<file path="config.mk">
export PLATFORM = sky130hd
export DESIGN_NAME = pcie_link_pm_ctrl
export DESIGN_NICKNAME = d
export VERILOG_FILES = /design/src/rtl/pcie_link_pm_ctrl.sv
export SDC_FILE = /design/constraint.sdc
export NUM_CORES = 1
export LEC_CHECK = 0
export CORE_MARGIN = 5
export CORE_UTILIZATION = 55
export DETAILED_ROUTE_END_ITERATION = 6
export DONT_BUFFER_PORTS = 1
export MAX_ROUTING_LAYER = met4
export PLACE_DENSITY = 0.68
export RECOVER_POWER = 25
export SLEW_MARGIN = 20
export SYNTH_ARGS = -nofsm -noshare
export SYNTH_HDL_FRONTEND = slang
export SYNTH_SLANG_ARGS = --single-unit
</file>
<file path="constraint.sdc">
create_clock -name clk_sys -period 3.5 [get_ports clk_sys]
set_clock_uncertainty 0.2 [all_clocks]
set_input_delay 0.35 -clock clk_sys [delete_from_list [all_inputs] [get_ports clk_sys]]
set_output_delay 0.35 -clock clk_sys [all_outputs]
set_load 0.005 [all_outputs]
</file>
<file path="src/rtl/pcie_link_pm_ctrl.sv">
// PCIe link power-management controller: ASPM L0s/L1 entry on idle, exit on activity/wake,
// PHY handshake with timeout, per-function D-state tracking and sticky PME status.
module pcie_link_pm_ctrl #(
  parameter int unsigned NUM_FUNC    = 8,
  parameter int unsigned CNT_W       = 16,
  parameter int unsigned ACK_TIMEOUT = 4096
) (
  input  logic                  clk_sys,
  input  logic                  rst_n_sys,
  input  logic                  link_up,
  input  logic                  tx_activity,
  input  logic                  rx_activity,
  input  logic [1:0]            aspm_en,
  input  logic [CNT_W-1:0]      l0s_idle_thr,
  input  logic [CNT_W-1:0]      l1_idle_thr,
  input  logic [2*NUM_FUNC-1:0] fn_dstate_req,
  output logic [2*NUM_FUNC-1:0] fn_dstate,
  input  logic [NUM_FUNC-1:0]   wake_req,
  input  logic [NUM_FUNC-1:0]   pme_clr,
  output logic [NUM_FUNC-1:0]   pme_status,
  output logic                  pm_req_valid,
  output logic [1:0]            pm_req_state,
  input  logic                  pm_ack,
  output logic                  pm_exit_req,
  input  logic                  pm_exit_done,
  output logic [2:0]            link_pm_state,
  output logic                  pm_timeout_err
);

  localparam int unsigned WAIT_W = $clog2(ACK_TIMEOUT + 1);
  localparam logic [WAIT_W-1:0] WAIT_LAST = WAIT_W'(ACK_TIMEOUT - 1);

  typedef enum logic [2:0] {
    ST_LINK_DOWN = 3'd0,
    ST_L0        = 3'd1,
    ST_L0S_REQ   = 3'd2,
    ST_L0S       = 3'd3,
    ST_L1_REQ    = 3'd4,
    ST_L1        = 3'd5,
    ST_EXIT      = 3'd6
  } state_e;

  localparam logic [1:0] D0 = 2'b00;
  localparam logic [1:0] D1 = 2'b01;
  localparam logic [1:0] D2 = 2'b10;

  state_e                  state_q, state_d;
  logic [CNT_W-1:0]        idle_q, idle_d;
  logic [WAIT_W-1:0]       wait_q, wait_d;
  logic                    err_q, err_d;
  logic [2*NUM_FUNC-1:0]   dstate_q, dstate_d;
  logic [NUM_FUNC-1:0]     pme_q, pme_d;

  logic activity;
  logic all_non_d0;
  logic l1_ok;
  logic l0s_ok;
  logic expired;
  logic [NUM_FUNC-1:0] fn_low_power;

  // A function may not be promoted D2->D1, D3hot->D1 or D3hot->D2.
  function automatic logic dstate_req_allowed(input logic [1:0] cur, input logic [1:0] req);
    return !(((req == D1) || (req == D2)) && (cur != D0) && (req < cur));
  endfunction

  always_comb begin
    all_non_d0   = 1'b1;
    fn_low_power = '0;
    for (int unsigned i = 0; i < NUM_FUNC; i++) begin
      fn_low_power[i] = (dstate_q[2*i +: 2] != D0);
      if (!fn_low_power[i]) all_non_d0 = 1'b0;
    end
  end

  assign activity = tx_activity | rx_activity;
  assign l1_ok    = (l1_idle_thr != '0) && (idle_q >= l1_idle_thr) && (aspm_en[1] || all_non_d0);
  assign l0s_ok   = aspm_en[0] && (l0s_idle_thr != '0) && (idle_q >= l0s_idle_thr);
  assign expired  = (wait_q == WAIT_LAST);

  always_comb begin
    state_d = state_q;
    err_d   = 1'b0;
    if (!link_up) begin
      state_d = ST_LINK_DOWN;
    end else begin
      unique case (state_q)
        ST_LINK_DOWN: state_d = ST_L0;
        ST_L0: begin
          if (l1_ok)       state_d = ST_L1_REQ;
          else if (l0s_ok) state_d = ST_L0S_REQ;
        end
        ST_L0S_REQ, ST_L1_REQ: begin
          if (pm_ack) begin
            state_d = (state_q == ST_L0S_REQ) ? ST_L0S : ST_L1;
          end else if (expired) begin
            state_d = ST_L0;
            err_d   = 1'b1;
          end
        end
        ST_L0S: if (activity) state_d = ST_EXIT;
        ST_L1:  if (activity || (wake_req != '0)) state_d = ST_EXIT;
        ST_EXIT: begin
          if (pm_exit_done) begin
            state_d = ST_L0;
          end else if (expired) begin
            state_d = ST_L0;
            err_d   = 1'b1;
          end
        end
        default: state_d = ST_LINK_DOWN;
      endcase
    end
  end

  // Shared handshake wait counter restarts on every state change.
  always_comb begin
    wait_d = '0;
    if ((state_d == state_q) &&
        ((state_q == ST_L0S_REQ) || (state_q == ST_L1_REQ) || (state_q == ST_EXIT)))
      wait_d = wait_q + 1'b1;
  end

  always_comb begin
    idle_d = '0;
    if ((state_q == ST_L0) && (state_d == ST_L0) && !activity)
      idle_d = (idle_q == '1) ? idle_q : idle_q + 1'b1;
  end

  always_comb begin
    dstate_d = dstate_q;
    if ((state_q == ST_LINK_DOWN) || (state_q == ST_L0)) begin
      for (int unsigned i = 0; i < NUM_FUNC; i++) begin
        if (dstate_req_allowed(dstate_q[2*i +: 2], fn_dstate_req[2*i +: 2]))
          dstate_d[2*i +: 2] = fn_dstate_req[2*i +: 2];
      end
    end
  end

  // Set wins over clear when both arrive together.
  assign pme_d = (wake_req & fn_low_power) | (pme_q & ~pme_clr);

  always_ff @(posedge clk_sys or negedge rst_n_sys) begin
    if (!rst_n_sys) begin
      state_q  <= ST_LINK_DOWN;
      idle_q   <= '0;
      wait_q   <= '0;
      err_q    <= 1'b0;
      dstate_q <= '0;
      pme_q    <= '0;
    end else begin
      state_q  <= state_d;
      idle_q   <= idle_d;
      wait_q   <= wait_d;
      err_q    <= err_d;
      dstate_q <= dstate_d;
      pme_q    <= pme_d;
    end
  end

  always_comb begin
    pm_req_valid  = (state_q == ST_L0S_REQ) || (state_q == ST_L1_REQ);
    pm_req_state  = 2'b00;
    if (state_q == ST_L0S_REQ) pm_req_state = 2'b01;
    if (state_q == ST_L1_REQ)  pm_req_state = 2'b10;
    pm_exit_req    = (state_q == ST_EXIT);
    link_pm_state  = state_q;
    pm_timeout_err = err_q;
    fn_dstate      = dstate_q;
    pme_status     = pme_q;
  end

endmodule

</file>
Word level (Yosys, flattened, before mapping)

Index checks and enable logic that the tools add are counted.

Mux-type cells: 28
Add/sub/neg operators: 2
Bitwise logic cells: 13
Reduce and logical (&&, ||, !) cells: 58
Magnitude comparators: 10
Shift-type cells: 0
Multiply operators: 0
Eq/ne operators: 27
Div/mod/pow operators: 0

Operator list:

| kind                                            | number |
|---|---|
| greater-or-equal comparator 16 bit              | 2 |
| 2-to-1 mux 16 bit                               | 2 |
| nonzero test 16 bit                             | 2 |
| 2-to-1 mux 3 bit                                | 9 |
| logical AND 1 bit                               | 23 |
| case mux 3 bit (6 select lines)                 | 1 |
| adder 16 x 1 -> 16 bit, second input constant   | 1 |
| AND 8 bit                                       | 2 |
| == test 16 bit, second input constant           | 1 |
| == test 2 x 1 -> 1 bit, second input constant   | 8 |
| == test 2 bit, second input constant            | 8 |
| less-than comparator 2 bit                      | 8 |
| AND reduction 2 bit                             | 8 |
| nonzero test 2 bit                              | 8 |
| adder 13 x 1 -> 13 bit, second input constant   | 1 |
| == test 13 x 12 -> 1 bit, second input constant | 1 |
| logical OR 1 bit                                | 13 |
| 2-to-1 mux 1 bit                                | 13 |
| 2-to-1 mux 13 bit                               | 1 |
| == test 3 bit, second input constant            | 3 |
| NOT 1 bit                                       | 8 |
| NOT 8 bit                                       | 1 |
| OR 8 bit                                        | 1 |
| nonzero test 8 bit                              | 1 |
| 10 further kinds                                | 12 |

Bits in registers: 57
Word-level logic and storage cells: 151
Memories kept: 0
Input port bits: 73
Latch bits: 0
Memory bits (writable): 0
Bits in read-only memories: 0
Output and inout bits: 32

Longest topological paths before layout

Word-level depth: 18
Depth in mapped cells: 10
Mapped depth without buffers: 8

Worst setup path before layout

OpenSTA, ideal clock, no wires.

Path kind: reg2reg
From: reg idle_q[13]
To: reg wait_q[10]
Cell stages (with the launch flop): 10
Path slack: 0.970 ns
Arrival: 2.229 ns
Library setup time: 0.101 ns
Period minus slack after synthesis: 2.530 ns
Buffers on the path: 2
Data required time: 3.199 ns
Path through: dfrtp_1 -> ha_1 -> nand4_1 -> nor4_1 -> a32oi_1 -> a211o_1 -> and4_1 -> buf_4 -> buf_6 -> nor4_1

Word-level cells in the longest chain between the ends: 9
Elaborated cells between the ends (all ways): 12
Classes of those cells: order compare: 2; eq/ne: 1; mux: 5; reduce/logical: 4

Ends and longest elaborated chain:

| element                                               | line   | RTL |
|---|---|---|
| start, declared                                       | 48     | `logic [CNT_W-1:0] idle_q, idle_d;` |
| start signal, assigned                                | 152    | `idle_q <= idle_d;` |
| greater-or-equal comparator 16 bit (on tied branches) | 77, 76 |  |
| logical AND 1 bit (on tied branches)                  | 77, 76 |  |
| 2-to-1 mux 3 bit or logical AND 1 bit (tied branches) | 90, 76 |  |
| 2-to-1 mux 3 bit (*)                                  | 89     | `if (l1_ok) state_d = ST_L1_REQ;` |
| case mux 3 bit (6 select lines) (*)                   | 86     | `unique case (state_q)` |
| 2-to-1 mux 3 bit (*)                                  | 83     | `if (!link_up) begin` |
| == test 3 bit (*)                                     | 118    | `if ((state_d == state_q) &&` |
| logical AND 1 bit (*)                                 | 118    |  |
| 2-to-1 mux 13 bit (*)                                 | 118    |  |
| net wait_d[10]                                        | 49     | `logic [WAIT_W-1:0] wait_q, wait_d;` |
| end signal, assigned                                  | 153    | `wait_q <= wait_d;` |
| end, declared                                         | 49     |  |

Mark *: on every way through the listed nets, which the timed path passes. The rest lies on a longest branch.
A chain may end at the register's enable or synchronous reset.

Final worst setup path

From: reg idle_q[0]
To: reg idle_q[2]

Word-level cells in the longest chain between the ends: 10
Elaborated cells between the ends (all ways): 17
Classes of those cells: add/sub: 1; order compare: 2; eq/ne: 3; mux: 6; reduce/logical: 5

Ends and longest elaborated chain:

| element                                                              | line   | RTL |
|---|---|---|
| greater-or-equal comparator 16 bit (on tied branches)                | 77, 76 |  |
| logical AND 1 bit (on tied branches)                                 | 77, 76 |  |
| 2-to-1 mux 3 bit or logical AND 1 bit (tied branches)                | 90, 76 |  |
| 2-to-1 mux 3 bit                                                     | 89     |  |
| case mux 3 bit (6 select lines)                                      | 86     |  |
| 2-to-1 mux 3 bit                                                     | 83     |  |
| == test 3 x 1 -> 1 bit                                               | 125    | `if ((state_q == ST_L0) && (state_d == ST_L0) && !activity)` |
| logical AND 1 bit (2 in series)                                      | 125    |  |
| inequality test 2 bit (no line) or 2-to-1 mux 16 bit (tied branches) | -      |  |

Parallel ways exist; a longest one is shown, timed or not. The select of a mux whose other input is x is not followed.

==> metrics <==
Nets ~640; fin crit share 0.893; routability cong. 0.851; setup violators final 0; Final Slew Violations 0; Gate power share 0.142; CTS tree built; crit path kind reg -> reg; gr usage total 0.236; Netlist cell types 53; number of port buffers 0; Crit-path slowest cell nand4_1; post-cts resize count 0; Vias about 3700; post-DP HPWL between 7 and 8 mm; Starting Density 0.570; Async S/R FF share, synth 1.00; Yosys Warn Count 0; pwr/cell area around 360 nW/µm²; Int Power between 1 and 1.5 mW; ANT nets after route 0; crit path cell chain inv_1 -> ha_1 -> nand2b_1 -> a2111o_1 -> a32oi_1 -> a211o_1 -> nand4_1 -> nor4_1; row count 31; unrepaired setup endpoints after global routing no; CTS root buffer clkbuf_8; Area Growth Syn to Fin 15.9%; drt wl/cell 17.0 µm; Initial DRC Count 128; worst hold path class in -> reg; required time of the worst setup path ~3500 ps; Die H between 90 and 100 µm; post-synthesis sequential area ratio 0.341; post-layout minimum cycle time 3120 ps; first-pass GRT wire length 18.0 mm; initial antenna violation count 0; die area 9440 µm²; Synth Net Count 600; ys flop type dfrtp_1; Worst Tran Pin Value approximately 1400 ps; share of layout cells above drive strength 1 0.0741; Cells after Synth 485; H-tree levels 3; ANT cells 0; crit end category register; Clock transition at path regs ~70 ps; netlist area before placement about 4200 µm²; detailed-route DRC error count 0; total CTS buffers 9; wirelength, routed 10.6 mm; Design Power 1.75 mW; Clock power frac 0.427; clock sink count 57; Max FO, Critical Path 16; router iterations before antenna repair 5; Max-slew headroom 0.0749; Leak 2.17 nW; CP peak stage delay just under 600 ps; Core ar. 7330 µm²; Synth Area per Inst ~8.6 µm²; Clk Latency, worst-skew pair 340 ps; switching pwr 0.445 mW; vias in the first global route 3816; post-DR vias/cell roughly 5.9; Hold Violations, Final 0; I/O pin count 105; Bufs on Longest Clock Path 2; worst IR drop on VDD 327 µV; total congestion overflow 0; chip width 97.2 µm; type of origin of the critical path register; number of flops mapped to enable cells by yosys 0; setup TNS 0 ps; Highest Clock Rate 320 MHz; max cap viols 0; Seq pwr share 0.430; Switching Fraction 0.253; pin count of the biggest net entering global routing 58; #FFs+latches synth 57; status completed; Crit path arrival time 3150 ps
state kept, by name, indices dropped and copies added (netlist names):
signal / flops
pme_status: 8
wait_q: 13
pm_timeout_err: 1
fn_dstate: 16
idle_q: 16
link_pm_state: 3
synthesized netlist by cell type, types with 5 or more instances:
master | instances | area share
nand2_1 | 45 | 0.040
nor4_1 | 21 | 0.031
nand4_1 | 12 | 0.018
inv_1 | 62 | 0.056
a2111oi_0 | 8 | 0.017
mux2_2 | 8 | 0.022
nand2b_1 | 12 | 0.018
or4_1 | 6 | 0.011
a21oi_1 | 23 | 0.028
dfrtp_1 | 57 | 0.34
nor3_1 | 20 | 0.024
xnor2_1 | 18 | 0.038
nor2_1 | 28 | 0.025
clkbuf_1 | 5 | 0.0045
xor2_1 | 10 | 0.021
ha_1 | 42 | 0.13
nand3_1 | 11 | 0.013
o21ai_0 | 34 | 0.041
stage by stage:
step / util / setup slack (ps) / std cells / instance area, µm² / hold WS [ps]
6_report: 0.660 / 376 / 625 / 4840 / 18.8
5_1_grt: 0.660 / 96.1 / 625 / 4840 / 20.5
4_1_cts: 0.662 / 374 / 624 / 4850 / 1.16
3_5_place_dp: 0.580 / 398 / 574 / 4250 / -143
3_3_place_gp: 0.580 / 486 / 574 / 4250 / -143
2_1_floorplan: - / 970 / 485 / 4180 / -146
power by group through the flow:
| stage | logic [mW] | clock network (mW) | registers (mW) |
|---|---|---|---|
| finish | 0.249 | 0.750 | 0.755 |
| CTS | 0.247 | 0.762 | 0.755 |
| floorplan | 0.157 | 0 | 0.747 |
| global placement | 0.175 | 0 | 0.766 |
| global route | 0.284 | 0.798 | 0.762 |
| detailed placement | 0.190 | 0 | 0.766 |
worst max-delay path: cells and delay by family, from the launching register on:
family | cells | cell delay [ps]
AO/OA/AOI/OAI | 3 | 870
buffers and inverters | 1 | 80
flip-flops | 1 | 420
AND/OR/NAND/NOR | 3 | 1190
adder cells (fa/ha/maj) | 1 | 260
final cells by class:
| class | count | area [µm²] |
|---|---|---|
| fillers | 621 | 2490 |
| well taps | 99 | 124 |
| multi-input cells | 355 | 2460 |
| repair buffers | 36 | 353 |
| inverters | 62 | 233 |
| clock buffers | 11 | 141 |
| clock inverters | 5 | 103 |
| flip-flops and latches | 57 | 1430 |
per-layer routing:
metal | up-vias | wire length [µm] | part of all wire | GRT usage
met5 | - | 0 | 0 | -
met4 | 0 | 130 | 0.012 | 0.0605
met3 | 14 | 600 | 0.056 | 0.0553
met2 | 106 | 5370 | 0.50 | 0.393
met1 | 1777 | 4540 | 0.43 | 0.290
li1 | 1807 | - | - | -
path summary, 6_finish.rpt:
path                            startpoint               end  slack (ps)  cells after the start
max in group asynchronous        rst_n_sys  link_pm_state[1]        1510                      2
worst max-delay path             idle_q[0]         idle_q[2]         380                      8
worst min register to register   wait_q[0]         wait_q[0]         290                      1
min in group asynchronous        rst_n_sys    pm_timeout_err         760                      2
worst min-delay path               link_up  link_pm_state[1]          20                      2
worst max register to register   idle_q[0]         idle_q[2]         380                      8
placed cells by master, fill, tap and decap left out, types with 4 or more instances in the layout:
cell type and count:
xor2_1 10, nand2_1 45, xnor2_1 18, nor2_1 28
a2111oi_0 8, nand4_1 12, inv_1 62, mux2_2 8
nor3_1 20, nor4_1 21, dlygate4sd3_1 34, o21ai_0 34
clkbuf_8 10, a21oi_1 23, dfrtp_1 57, nor4_2 4
ha_1 42, nand3_1 11, or4_1 6, nor2b_1 4
o22ai_1 4, nand2b_1 12
what timing repair did:
item                                    CTS  global route
endpoints found under the hold margin    81             1
hold buffers                             34             1
buffers inserted                          0             0
endpoints found under the setup margin    0             0
kinds of logic (layout without fill, tap and decap cells):
family,Yosys count,in the layout,synth area share
fa+ha+maj,42,42,0.126
simple gates,180,180,0.230
buf+inv,73,114,0.0695
mux,11,11,0.0288
flops,57,57,0.341
xor+xnor,28,28,0.0587
compound gates,94,94,0.146
Power figures use the tool's default switching activity.
